===== src/rtl/cnn_stream_driver.sv =====
// cnn_stream_driver: host-side feeder for the CNN core. Reads seven parameter/image
// lanes from 1-cycle-latency memories through one shared address, streams them to
// the core in a single burst, then waits for the core's finish and captures its class.
//
// Handshake: go is a single-cycle request with no ready; it is accepted only when the
// FSM sits in S_IDLE (busy low) and is otherwise dropped. cnn_data_valid qualifies
// lane_data_out for exactly one cycle per beat; the core has no backpressure.
module cnn_stream_driver #(
  parameter int DATA_WIDTH     = 16,
  parameter int IMG_WORDS      = 784,
  parameter int W1_WORDS       = 50,
  parameter int B1_WORDS       = 2,
  parameter int W2_WORDS       = 54,
  parameter int B2_WORDS       = 3,
  parameter int WFC_WORDS      = 750,
  parameter int BFC_WORDS      = 10,
  parameter int ADDR_WIDTH     = 10,
  parameter int TIMEOUT_CYCLES = 200000
) (
  input  logic                    clk,
  input  logic                    reset_n,
  input  logic                    go,
  output logic                    busy,
  output logic                    mem_rd_en,
  output logic [ADDR_WIDTH-1:0]   mem_addr,
  input  logic [7*DATA_WIDTH-1:0] lane_rdata,
  output logic                    cnn_start,
  output logic                    cnn_data_valid,
  output logic [7*DATA_WIDTH-1:0] lane_data_out,
  input  logic                    cnn_finish,
  input  logic [3:0]              cnn_class_in,
  output logic                    result_valid,
  output logic [3:0]              class_result,
  output logic                    timeout_err,
  output logic [1:0]              dbg_state
);

  // Word count of each lane, indexed by lane number.
  function automatic int lane_len(input int n);
    case (n)
      0:       return IMG_WORDS;
      1:       return W1_WORDS;
      2:       return B1_WORDS;
      3:       return W2_WORDS;
      4:       return B2_WORDS;
      5:       return WFC_WORDS;
      default: return BFC_WORDS;
    endcase
  endfunction

  // The burst length is set by the longest lane; shorter lanes are zero-padded.
  function automatic int burst_len();
    int m;
    m = 0;
    for (int n = 0; n < 7; n++) begin
      if (lane_len(n) > m) m = lane_len(n);
    end
    return m;
  endfunction

  localparam int N  = burst_len();
  localparam int TW = (TIMEOUT_CYCLES > 1) ? $clog2(TIMEOUT_CYCLES) : 1;

  localparam logic [ADDR_WIDTH-1:0] ADDR_LAST = ADDR_WIDTH'(N - 1);
  localparam logic [ADDR_WIDTH-1:0] ADDR_ONE  = ADDR_WIDTH'(1);
  localparam logic [TW-1:0]         TO_LAST   = TW'(TIMEOUT_CYCLES - 1);
  localparam logic [TW-1:0]         TO_ONE    = TW'(1);

  localparam logic [1:0] S_IDLE   = 2'd0;
  localparam logic [1:0] S_STREAM = 2'd1;
  localparam logic [1:0] S_DRAIN  = 2'd2;
  localparam logic [1:0] S_WAIT   = 2'd3;

  logic [1:0]    state;
  logic [TW-1:0] wait_cnt;
  logic [6:0]    beat_mask;

  assign busy      = (state != S_IDLE);
  assign dbg_state = state;

  // Control FSM: address generation, start pulse, finish capture and timeout.
  always_ff @(posedge clk or negedge reset_n) begin
    if (!reset_n) begin
      state        <= S_IDLE;
      mem_rd_en    <= 1'b0;
      mem_addr     <= '0;
      cnn_start    <= 1'b0;
      wait_cnt     <= '0;
      result_valid <= 1'b0;
      class_result <= '0;
      timeout_err  <= 1'b0;
    end else begin
      cnn_start    <= 1'b0;
      result_valid <= 1'b0;
      timeout_err  <= 1'b0;
      case (state)
        S_IDLE: begin
          if (go) begin
            state     <= S_STREAM;
            cnn_start <= 1'b1;
            mem_rd_en <= 1'b1;
            mem_addr  <= '0;
          end
        end
        S_STREAM: begin
          // Address saturates at the last beat; it never wraps.
          if (mem_addr == ADDR_LAST) begin
            mem_rd_en <= 1'b0;
            state     <= S_DRAIN;
          end else begin
            mem_addr <= mem_addr + ADDR_ONE;
          end
        end
        S_DRAIN: begin
          state    <= S_WAIT;
          wait_cnt <= '0;
        end
        S_WAIT: begin
          // Finish takes priority over a timeout landing in the same cycle.
          if (cnn_finish) begin
            class_result <= cnn_class_in;
            result_valid <= 1'b1;
            state        <= S_IDLE;
          end else if (wait_cnt == TO_LAST) begin
            timeout_err <= 1'b1;
            state       <= S_IDLE;
          end else begin
            wait_cnt <= wait_cnt + TO_ONE;
          end
        end
        default: state <= S_IDLE;
      endcase
    end
  end

  // Delay rd_en and the per-lane "beat within lane length" flags by the memory latency.
  always_ff @(posedge clk or negedge reset_n) begin
    if (!reset_n) begin
      cnn_data_valid <= 1'b0;
      beat_mask      <= '0;
    end else begin
      cnn_data_valid <= mem_rd_en;
      for (int n = 0; n < 7; n++) begin
        beat_mask[n] <= mem_rd_en && (32'(mem_addr) < $unsigned(lane_len(n)));
      end
    end
  end

  // Pass memory data through on valid beats of each lane, zero otherwise.
  always_comb begin
    lane_data_out = '0;
    for (int n = 0; n < 7; n++) begin
      if (cnn_data_valid && beat_mask[n]) begin
        lane_data_out[n*DATA_WIDTH +: DATA_WIDTH] = lane_rdata[n*DATA_WIDTH +: DATA_WIDTH];
      end
    end
  end

endmodule


===== config.mk =====
export PLATFORM = sky130hd
export DESIGN_NAME = cnn_stream_driver
export DESIGN_NICKNAME = d
export VERILOG_FILES = /design/src/rtl/cnn_stream_driver.sv
export SDC_FILE = /design/constraint.sdc
export NUM_CORES = 1
export LEC_CHECK = 0
export ABC_CLOCK_PERIOD_IN_PS = 2070
export BUFFER_PORTS_ARGS = -buffer_cell sky130_fd_sc_hd__buf_4
export CORE_ASPECT_RATIO = 0.5
export CORE_MARGIN = 2
export CORE_UTILIZATION = 36
export DETAILED_ROUTE_END_ITERATION = 10
export PLACE_DENSITY = 0.78
export SYNTH_ARGS = -nofsm -noshare
export SYNTH_HDL_FRONTEND = slang
export SYNTH_SLANG_ARGS = --single-unit

===== constraint.sdc =====
create_clock -name clk -period 2.07 [get_ports clk]
set_clock_uncertainty 0.15 [all_clocks]
set_input_delay 0.414 -clock clk [delete_from_list [all_inputs] [get_ports clk]]
set_output_delay 0.414 -clock clk [all_outputs]
set_load 0.01 [all_outputs]

# Word-level counts from Yosys, hierarchy flattened
# Cells that the tools add are included.
# Widths: inputs -> output; s select.
# totals
reg_bits,46
in_bits,120
output_inout_bits,134
word_cells,81
# op_classes
n_addsub,2
order_cmp,7
n_eq_ne,11
n_mux,28
reduce_logical,23
# ops
op,n
$mux 16,7
$mux 18,2
$pmux 18 s2,1
$lt 10x10->1 const B,2
$lt 10x2->1 const B,2
$lt 10x6->1 const B,2
$mux 10,2
$pmux 10 s2,1
$add 18x1->18 const B,1
$eq 18x18->1 const B,1
$logic_and 1x1->1,14
$reduce_and 3->1,4
$add 10x1->10 const B,1
$eq 10x10->1 const B,1
$lt 10x4->1 const B,1
$ne 2x2->1 const B,5
$mux 1,9
$mux 2,4
$pmux 2 s4,1
$reduce_bool 2->1,3
$eq 2x2->1 const B,2
$ne 3x3->1 const B,1
$eq 2x1->1 const B,1
$logic_not 2->1,1
2 further kinds,2

# Depth between registers and ports, before layout
# Gate-level depths: netlist of run 1.
# logic_depth
depth_word,4
ltp_mapped,9
mapped_depth_nobuf,7

# Worst setup path after synthesis of run 1
# Ideal clock, no wire load.
# synth_timing
path_type,flip-flop to flip-flop
startpoint,reg mem_addr[4]
endpoint,"reg state[1], in the netlist dbg_state[1]"
setup_ps,128
t_arrival_ps,1802
required_ps,1792
path_slack_ps,-9
path_stages_with_launch,7
n_path_buf,1
synth_period_minus_slack_ps,2079
path_cell_list,dfrtp_1 -> clkbuf_1 -> or4_4 -> o31ai_2 -> nand2_1 -> nor2_2 -> mux2_1
# synth_between
elab_chain_cells,3
# synth_rtl
item,line,source
from (decl),25,"output logic [ADDR_WIDTH-1:0] mem_addr,"
from (signal assigned),111,mem_addr <= mem_addr + ADDR_ONE;
$eq 10x10->1,107,if (mem_addr == ADDR_LAST) begin
$ne 2x2->1 (no line),n/a,
$reduce_and 3->1 (no line),n/a,
to (signal assigned),109,state <= S_DRAIN;
to (signal assigned),115,state <= S_WAIT;
to (signal assigned),123,state <= S_IDLE;
to (decl),74,logic [1:0] state;
# No other way between the ends.
# A chain may end at the register's enable or synchronous reset.

# Final worst setup path of run 1
# layout_timing
startpoint,reg wait_cnt[9]
endpoint,"reg state[1], in the netlist dbg_state[1]"
# layout_between
elab_chain_cells,3
# layout_rtl
item,line,source
from (decl),75,logic [TW-1:0] wait_cnt;
from (signal assigned),128,wait_cnt <= wait_cnt + TO_ONE;
$eq 18x18->1,124,end else if (wait_cnt == TO_LAST) begin
$ne 3x3->1 (no line),n/a,
$reduce_and 3->1 (no line),n/a,
to (signal assigned),123,
to (signal assigned),126,state <= S_IDLE;
to (signal assigned),131,default: state <= S_IDLE;
# No other way between the ends.

==> flow_summary.json, run 1 <==
{
  "status": "finished with violations",
  "violations": "negative hold slack",
  "swShare": 0.410,
  "clockBufferDepth": 2,
  "grt_max_degree": 88,
  "vias_per_cell": 5.09,
  "arrival_ns": 2.06,
  "vias": 3801,
  "worst_slack_ns": 0.0311,
  "combPwrFrac": 0.559,
  "ys_top_cells_by_area": "dfrtp_1 (37%), and3_1 (24%), nand2_1 (4.0%), mux2i_1 (3.6%), clkbuf_1 (2.8%)",
  "antenna_found_initial": 0,
  "intPower_mw": 3.04,
  "r2r_end": "dbg_state[1]",
  "nets": 760,
  "worst-slew-pin-transition_ns": 0.600,
  "die_y_um": 69.5,
  "synth_top_area_frac": 0.372,
  "multiInputGateArea_mm2": 0.00184,
  "async_flop_share": 1.00,
  "finish.utilization": 0.676,
  "regArea_mm2": 0.00115,
  "hpwl_mm": 10.2,
  "reg2regPathDepth": 5,
  "grt_pass1_wl_mm": 19.9,
  "initial_core_util": 0.378,
  "crit_path_end_kind": "flip-flop",
  "core_mm2": 0.00817,
  "clock_latency_ns": 0.29,
  "drv_slew": 0,
  "cpPeakStageDelay_ns": 0.54,
  "synthCells": 364,
  "fp-row-count": 23,
  "n_fill_cell": 688,
  "wirelength_mm": 13.1,
  "synth.net_count": 490,
  "critPathLaunchType": "flip-flop",
  "overflow": 0,
  "crit_fanout": 7,
  "place_ws_ns": -0.0213,
  "rsz0062_at_grt": "true",
  "layout-drive-gt1-share": 0.506,
  "reg2reg_from": "wait_cnt[9]",
  "postRouteAntennaNets": 0,
  "min_period_ns": 2.04,
  "synth_flop_cell": "dfrtp_1",
  "root_buffer": "clkbuf_16",
  "grt_pass1_vias": 3730,
  "timing.critical_path.buf_inv": 0,
  "synth_edf_count": 0,
  "drv_cap": 0,
  "avgSynthCellArea_um2": 8.49,
  "final_cell_mix": "buf_4 (287), and3_1 (117), dfrtp_1 (43), nand2_1 (31), nor2_1 (16)",
  "drtIter0Drc": 243,
  "critPathSlowestCell": "or4b_4",
  "grt_use_total": 0.268,
  "cp_cell_sequence": "or4b_4, nor3_4, a21oi_4, nor2_2, mux2_4",
  "clk_pin_slew_ns": 0.07,
  "cts_tree": "done",
  "pwr-share-seq": 0.284,
  "ios": 254,
  "wl_per_cell_um": 17.5,
  "yosys_warnings": 0,
  "relSlewSlack": 0.600,
  "finalHoldWorstSlack_ns": -0.0263,
  "layout_commonest_cell": "buf_4",
  "switchingPower_mw": 2.11,
  "syn_area_mm2": 0.00309,
  "cts.sinks": 46,
  "leakage_nw": 3.29,
  "yosysTopAreaCell": "dfrtp_1",
  "netlist-cell-type-count": 50,
  "power.density_mw_per_mm2": 931,
  "ys_seq_area_frac": 0.372,
  "die_area_mm2": 0.00939,
  "die_w_um": 135,
  "hold_path_class": "in2async",
  "cp_top_family": "simple AND/OR/NAND/NOR gates",
  "syn_to_final_growth_pct": 78.8,
  "r2r_slack_ns": 0.03,
  "drc": 0,
  "critical_path_class": "reg2reg",
  "cts_max_level": 2,
  "globalplace.congestion": 0.927,
  "vdd_drop_max_v": 0.000475,
  "finalHoldViolations": 24,
  "fin_crit_sh": 0.985,
  "ys_ff_latch": 46,
  "pwr-share-clk": 0.157,
  "dr.pass1.iters": 4,
  "io_buffers": 253,
  "cts_buffers": 5,
  "setup_viol": 0,
  "fmax_ghz": 0.490,
  "cp.required_ns": 2.09,
  "num_antenna_cells": 0
}
==> timing repair <==
item | CTS | global route
cloned | 0 | 1
setup buffers | 0 | 4
hold buffers | 0 | 0
pin swaps | 0 | 6
endpoints found under the hold margin | 0 | 0
setup endpoints to repair | 1 | 14
resized for setup | 2 | 7
==> sequential cells by signal, indices dropped and copies added, names as in the netlist <==
signal,cells
wait_cnt,18
mem_addr,10
beat_mask,7
class_result,4
dbg_state,2
cnn_data_valid,1
cnn_start,1
mem_rd_en,1
result_valid,1
timeout_err,1
==> per-stage QoR <==
| step | TNS, ns | cell area, um^2 | hold slack, ns | power (mW) | instances |
|---|---|---|---|---|---|
| after floorplan | 0 | 3100 | -0.0316 | 2.76 | 364 |
| after global placement | 0 | 5280 | 0.305 | 4.14 | 734 |
| after detailed placement | -0.0213 | 5280 | 0.316 | 4.19 | 734 |
| after CTS | 0 | 5440 | 0.00659 | 5.04 | 742 |
| after global routing | -0.312 | 5530 | 0.0286 | 5.50 | 747 |
| final | 0 | 5530 | -0.0263 | 5.15 | 747 |
==> how the worst max path moves through the flow <==
| stage | startpoint | end | slack, ns | depth (start not counted) |
|---|---|---|---|---|
| floorplan | mem_addr[4] | dbg_state[1] | 0.01 | 6 |
| global placement | mem_addr[7] | dbg_state[1] | 0.004 | 5 |
| detailed placement | mem_addr[7] | dbg_state[1] | -0.02 | 5 |
| CTS | mem_addr[7] | dbg_state[1] | 0.008 | 5 |
| global route | wait_cnt[9] | wait_cnt[12] | -0.04 | 6 |
| finish | wait_cnt[9] | dbg_state[1] | 0.03 | 5 |
==> routing by layer <==
layer / up-vias / GRT usage / wire length (um)
met1: 1794 / 0.341 / 5420
li1: 1866 / - / -
met2: 127 / 0.455 / 6430
met4: 0 / 0.0648 / 178
met5: - / 0 / 0
met3: 14 / 0.0731 / 1060
==> power by group through the flow <==
| stage | logic (mW) | registers, mW | clock network [mW] |
|---|---|---|---|
| after floorplan | 1.37 | 1.39 | 0 |
| after global placement | 2.70 | 1.44 | 0 |
| after detailed placement | 2.74 | 1.46 | 0 |
| after CTS | 2.77 | 1.44 | 0.826 |
| after global routing | 3.12 | 1.51 | 0.870 |
| final | 2.88 | 1.46 | 0.809 |
==> logic make-up after synthesis <==
family	count (synthesis)	synth area share
AND/OR/NAND/NOR	216	0.402
flip-flops	46	0.372
AO/OA/AOI/OAI	42	0.0931
buffers and inverters	35	0.0457
multiplexers	16	0.0538
adder cells (fa/ha/maj)	6	0.0243
XOR/XNOR	3	0.00850
==> Yosys cell counts, types with 2 or more instances <==
| cell | n |
|---|---|
| a21oi_1 | 8 |
| a22o_1 | 2 |
| a2bb2oi_1 | 2 |
| a31o_2 | 2 |
| a31oi_1 | 3 |
| and2_1 | 3 |
| and3_1 | 117 |
| and4_1 | 2 |
| clkbuf_1 | 23 |
| dfrtp_1 | 46 |
| ha_1 | 6 |
| inv_1 | 8 |
| mux2_2 | 4 |
| mux2i_1 | 11 |
| nand2_1 | 33 |
| nand2b_1 | 4 |
| nand3_1 | 13 |
| nand4_1 | 7 |
| nor2_1 | 16 |
| nor2b_1 | 3 |
| nor3_1 | 6 |
| nor4_1 | 2 |
| o21a_1 | 3 |
| o21ai_0 | 8 |
| o22ai_1 | 2 |
| o31ai_1 | 4 |
| xnor2_1 | 3 |
==> cell type report <==
class                      instances  share of cell area
clock buffer                       5              0.0226
clock inverter                     3             0.00430
inverter                           8             0.00543
multi-input combinational        283               0.333
sequential                        46               0.209
tap                              112              0.0254
timing repair buffer             290               0.400
(Power assumes the default switching activity.)
==> run 2, diff against run 1 <==
Settings changed: ABC_AREA set to 1, CORE_UTILIZATION 36 to 38.
==> flow_summary.json, run 2 <==
{
  "rsz0062_at_grt": "true",
  "critPathLaunchType": "flip-flop",
  "ys_ff_latch": 46,
  "grt_pass1_wl_mm": 19.0,
  "violations": "negative hold slack, negative setup slack",
  "cpPeakStageDelay_ns": 0.43,
  "globalplace.congestion": 0.941,
  "core_mm2": 0.00895,
  "yosys_warnings": 0,
  "stdcell_count": 968,
  "critical_path_class": "reg2out",
  "drv_cap": 0,
  "crit_path_end_kind": "primary output",
  "syn_area_mm2": 0.00359,
  "clk_pin_slew_ns": 0.07,
  "drv_slew": 0,
  "clock_latency_ns": 0.28,
  "worst-slew-pin-transition_ns": 0.583,
  "arrival_ns": 1.51,
  "layout-drive-gt1-share": 0.356,
  "hold_path_class": "in2async",
  "crit_fanout": 16,
  "leakage_nw": 3.50,
  "synth.net_count": 722,
  "grt_max_degree": 47,
  "vdd_drop_max_v": 0.000588,
  "initial_core_util": 0.401,
  "grt_pass1_vias": 3996,
  "yosysTopAreaCell": "dfrtp_1",
  "cts_buffers": 5,
  "fmax_ghz": 0.483,
  "antenna_found_initial": 0,
  "dr.pass1.iters": 5,
  "finalHoldViolations": 46,
  "largest_reg_flops": 18,
  "grt_use_total": 0.228,
  "largestRegisters": "wait_cnt: 18 flops, mem_addr: 10 flops, beat_mask: 7 flops",
  "min_period_ns": 2.07,
  "layout_commonest_cell": "buf_4",
  "drtIter0Drc": 216,
  "r2r_end": "mem_addr[4]",
  "synth_edf_count": 0,
  "clockBufferDepth": 2,
  "top_register": "wait_cnt",
  "avgSynthCellArea_um2": 6.02,
  "place_ws_ns": 0.193,
  "dp.cells": 960,
  "num_antenna_cells": 0,
  "status": "finished with violations",
  "critPathSlowestCell": "dfrtp_2",
  "postRouteAntennaNets": 0,
  "ys_seq_area_frac": 0.321,
  "setup_viol": 1,
  "worst_slack_ns": -0.000933,
  "overflow": 0,
  "root_buffer": "clkbuf_16",
  "vias": 4363,
  "wl_per_cell_um": 12.8,
  "die_w_um": 141,
  "final_cell_mix": "buf_4 (260), inv_1 (148), nor2_1 (148), nand2_1 (121), dfrtp_1 (45)",
  "power.density_mw_per_mm2": 913,
  "ys_top_cells_by_area": "dfrtp_1 (32%), inv_1 (15%), nor2_1 (15%), nand2_1 (13%), nand3_1 (5.2%)",
  "synth_top_area_frac": 0.321,
  "ios": 254,
  "hpwl_mm": 10.1,
  "vias_per_cell": 4.51,
  "finalHoldWorstSlack_ns": -0.0208,
  "cp_cell_sequence": "nand2_1, nor2_1, buf_4",
  "cts.sinks": 46,
  "fp-row-count": 24,
  "fin_crit_sh": 1.00,
  "timing.critical_path.buf_inv": 1,
  "cts_tree": "done",
  "cp_top_family": "simple AND/OR/NAND/NOR gates",
  "relSlewSlack": 0.611,
  "die_y_um": 72.7,
  "async_flop_share": 1.00,
  "reg2regPathDepth": 8,
  "synth_flop_cell": "dfrtp_1",
  "netlist-cell-type-count": 30,
  "drc": 0,
  "nets": 976,
  "r2r_slack_ns": 0.25,
  "io_buffers": 253,
  "reg2reg_from": "mem_addr[1]",
  "cp.required_ns": 1.51,
  "cts_max_level": 2,
  "ys_top_cells_by_count": "inv_1 (148), nor2_1 (148), nand2_1 (122)",
  "syn_to_final_growth_pct": 60.9,
  "wirelength_mm": 12.4,
  "synthCells": 596,
  "die_area_mm2": 0.0103
}
[run 2: worst max-delay path by stage]
stage	start	endpoint	slack [ns]	depth (start not counted)
floorplan	dbg_state[0]	mem_addr[5]	0.24	9
global placement	dbg_state[1]	mem_addr[4]	0.26	8
detailed placement	dbg_state[1]	mem_addr[4]	0.19	8
CTS	cnn_data_valid	lane_data_out[46]	-0.05	3
global route	cnn_data_valid	lane_data_out[25]	-0.07	3
finish	cnn_data_valid	lane_data_out[46]	-0.0009	3
[run 2: area by class of cell]
cell class / instances / area [um^2]
Multi-Input combinational cell: 386 / 1810
Clock inverter: 3 / 21.3
Clock buffer: 5 / 125
Inverter: 151 / 567
Fill cell: 808 / 3180
Timing Repair Buffer: 260 / 1950
Sequential cell: 46 / 1150
Tap cell: 117 / 146
[run 2: kinds of logic (layout without fill, tap and decap cells)]
family                     count (synthesis)  in the layout  share of synthesized area
AOI/OAI and AO/OA                         28             28                     0.0509
xor gates and xnor gates                   5              5                     0.0122
adders and majority gates                  6              6                     0.0209
buffers and inverters                    164            419                      0.177
DFF                                       46             46                      0.321
and+or+nand+nor                          347            347                      0.418
[run 2: repair_timing]
item                       4_1_cts  5_1_grt
gates resized for setup          1        2
cloned                           0        0
pin swaps                        0        0
setup buffers                    0        0
setup endpoints to repair       15       88
hold buffers                     0        0
[run 2: where the power goes]
part / internal [mW] / total (mW) / switching, mW / leakage, nW
clock network: 0.447 / 0.795 / 0.347 / 0.0698
logic: 1.39 / 3.24 / 1.85 / 2.82
registers: 1.08 / 1.23 / 0.148 / 0.608
total: 2.92 / 5.27 / 2.35 / 3.50
[run 2: worst reg2reg max path, delay by kind of cell, from the launching register on]
family | cells | cell delay [ns]
fa+ha+maj | 1 | 0.26
flops | 1 | 0.45
compound gates | 1 | 0.06
simple gates | 4 | 0.63
buf+inv | 2 | 0.17
[run 2: through the flow]
stage | power (mW) | util | cell area [um^2] | hold slack, ns | TNS [ns]
3_3_place_gp | 4.42 | 0.628 | 5620 | 0.302 | 0
2_1_floorplan | 2.85 | - | 3590 | -0.0316 | 0
4_1_cts | 5.29 | 0.644 | 5770 | 0.00327 | -0.274
3_5_place_dp | 4.48 | 0.628 | 5620 | 0.308 | 0
5_1_grt | 5.65 | 0.645 | 5770 | 0.0275 | -1.13
6_report | 5.27 | 0.645 | 5770 | -0.0208 | -0.000933
[run 2: per-layer routing]
layer	share of wire	GRT usage	vias to the layer above
met4	0.016	0.0511	0
met3	0.053	0.0322	24
met1	0.45	0.308	1957
met5	0	0	-
li1	-	-	2262
met2	0.48	0.396	120
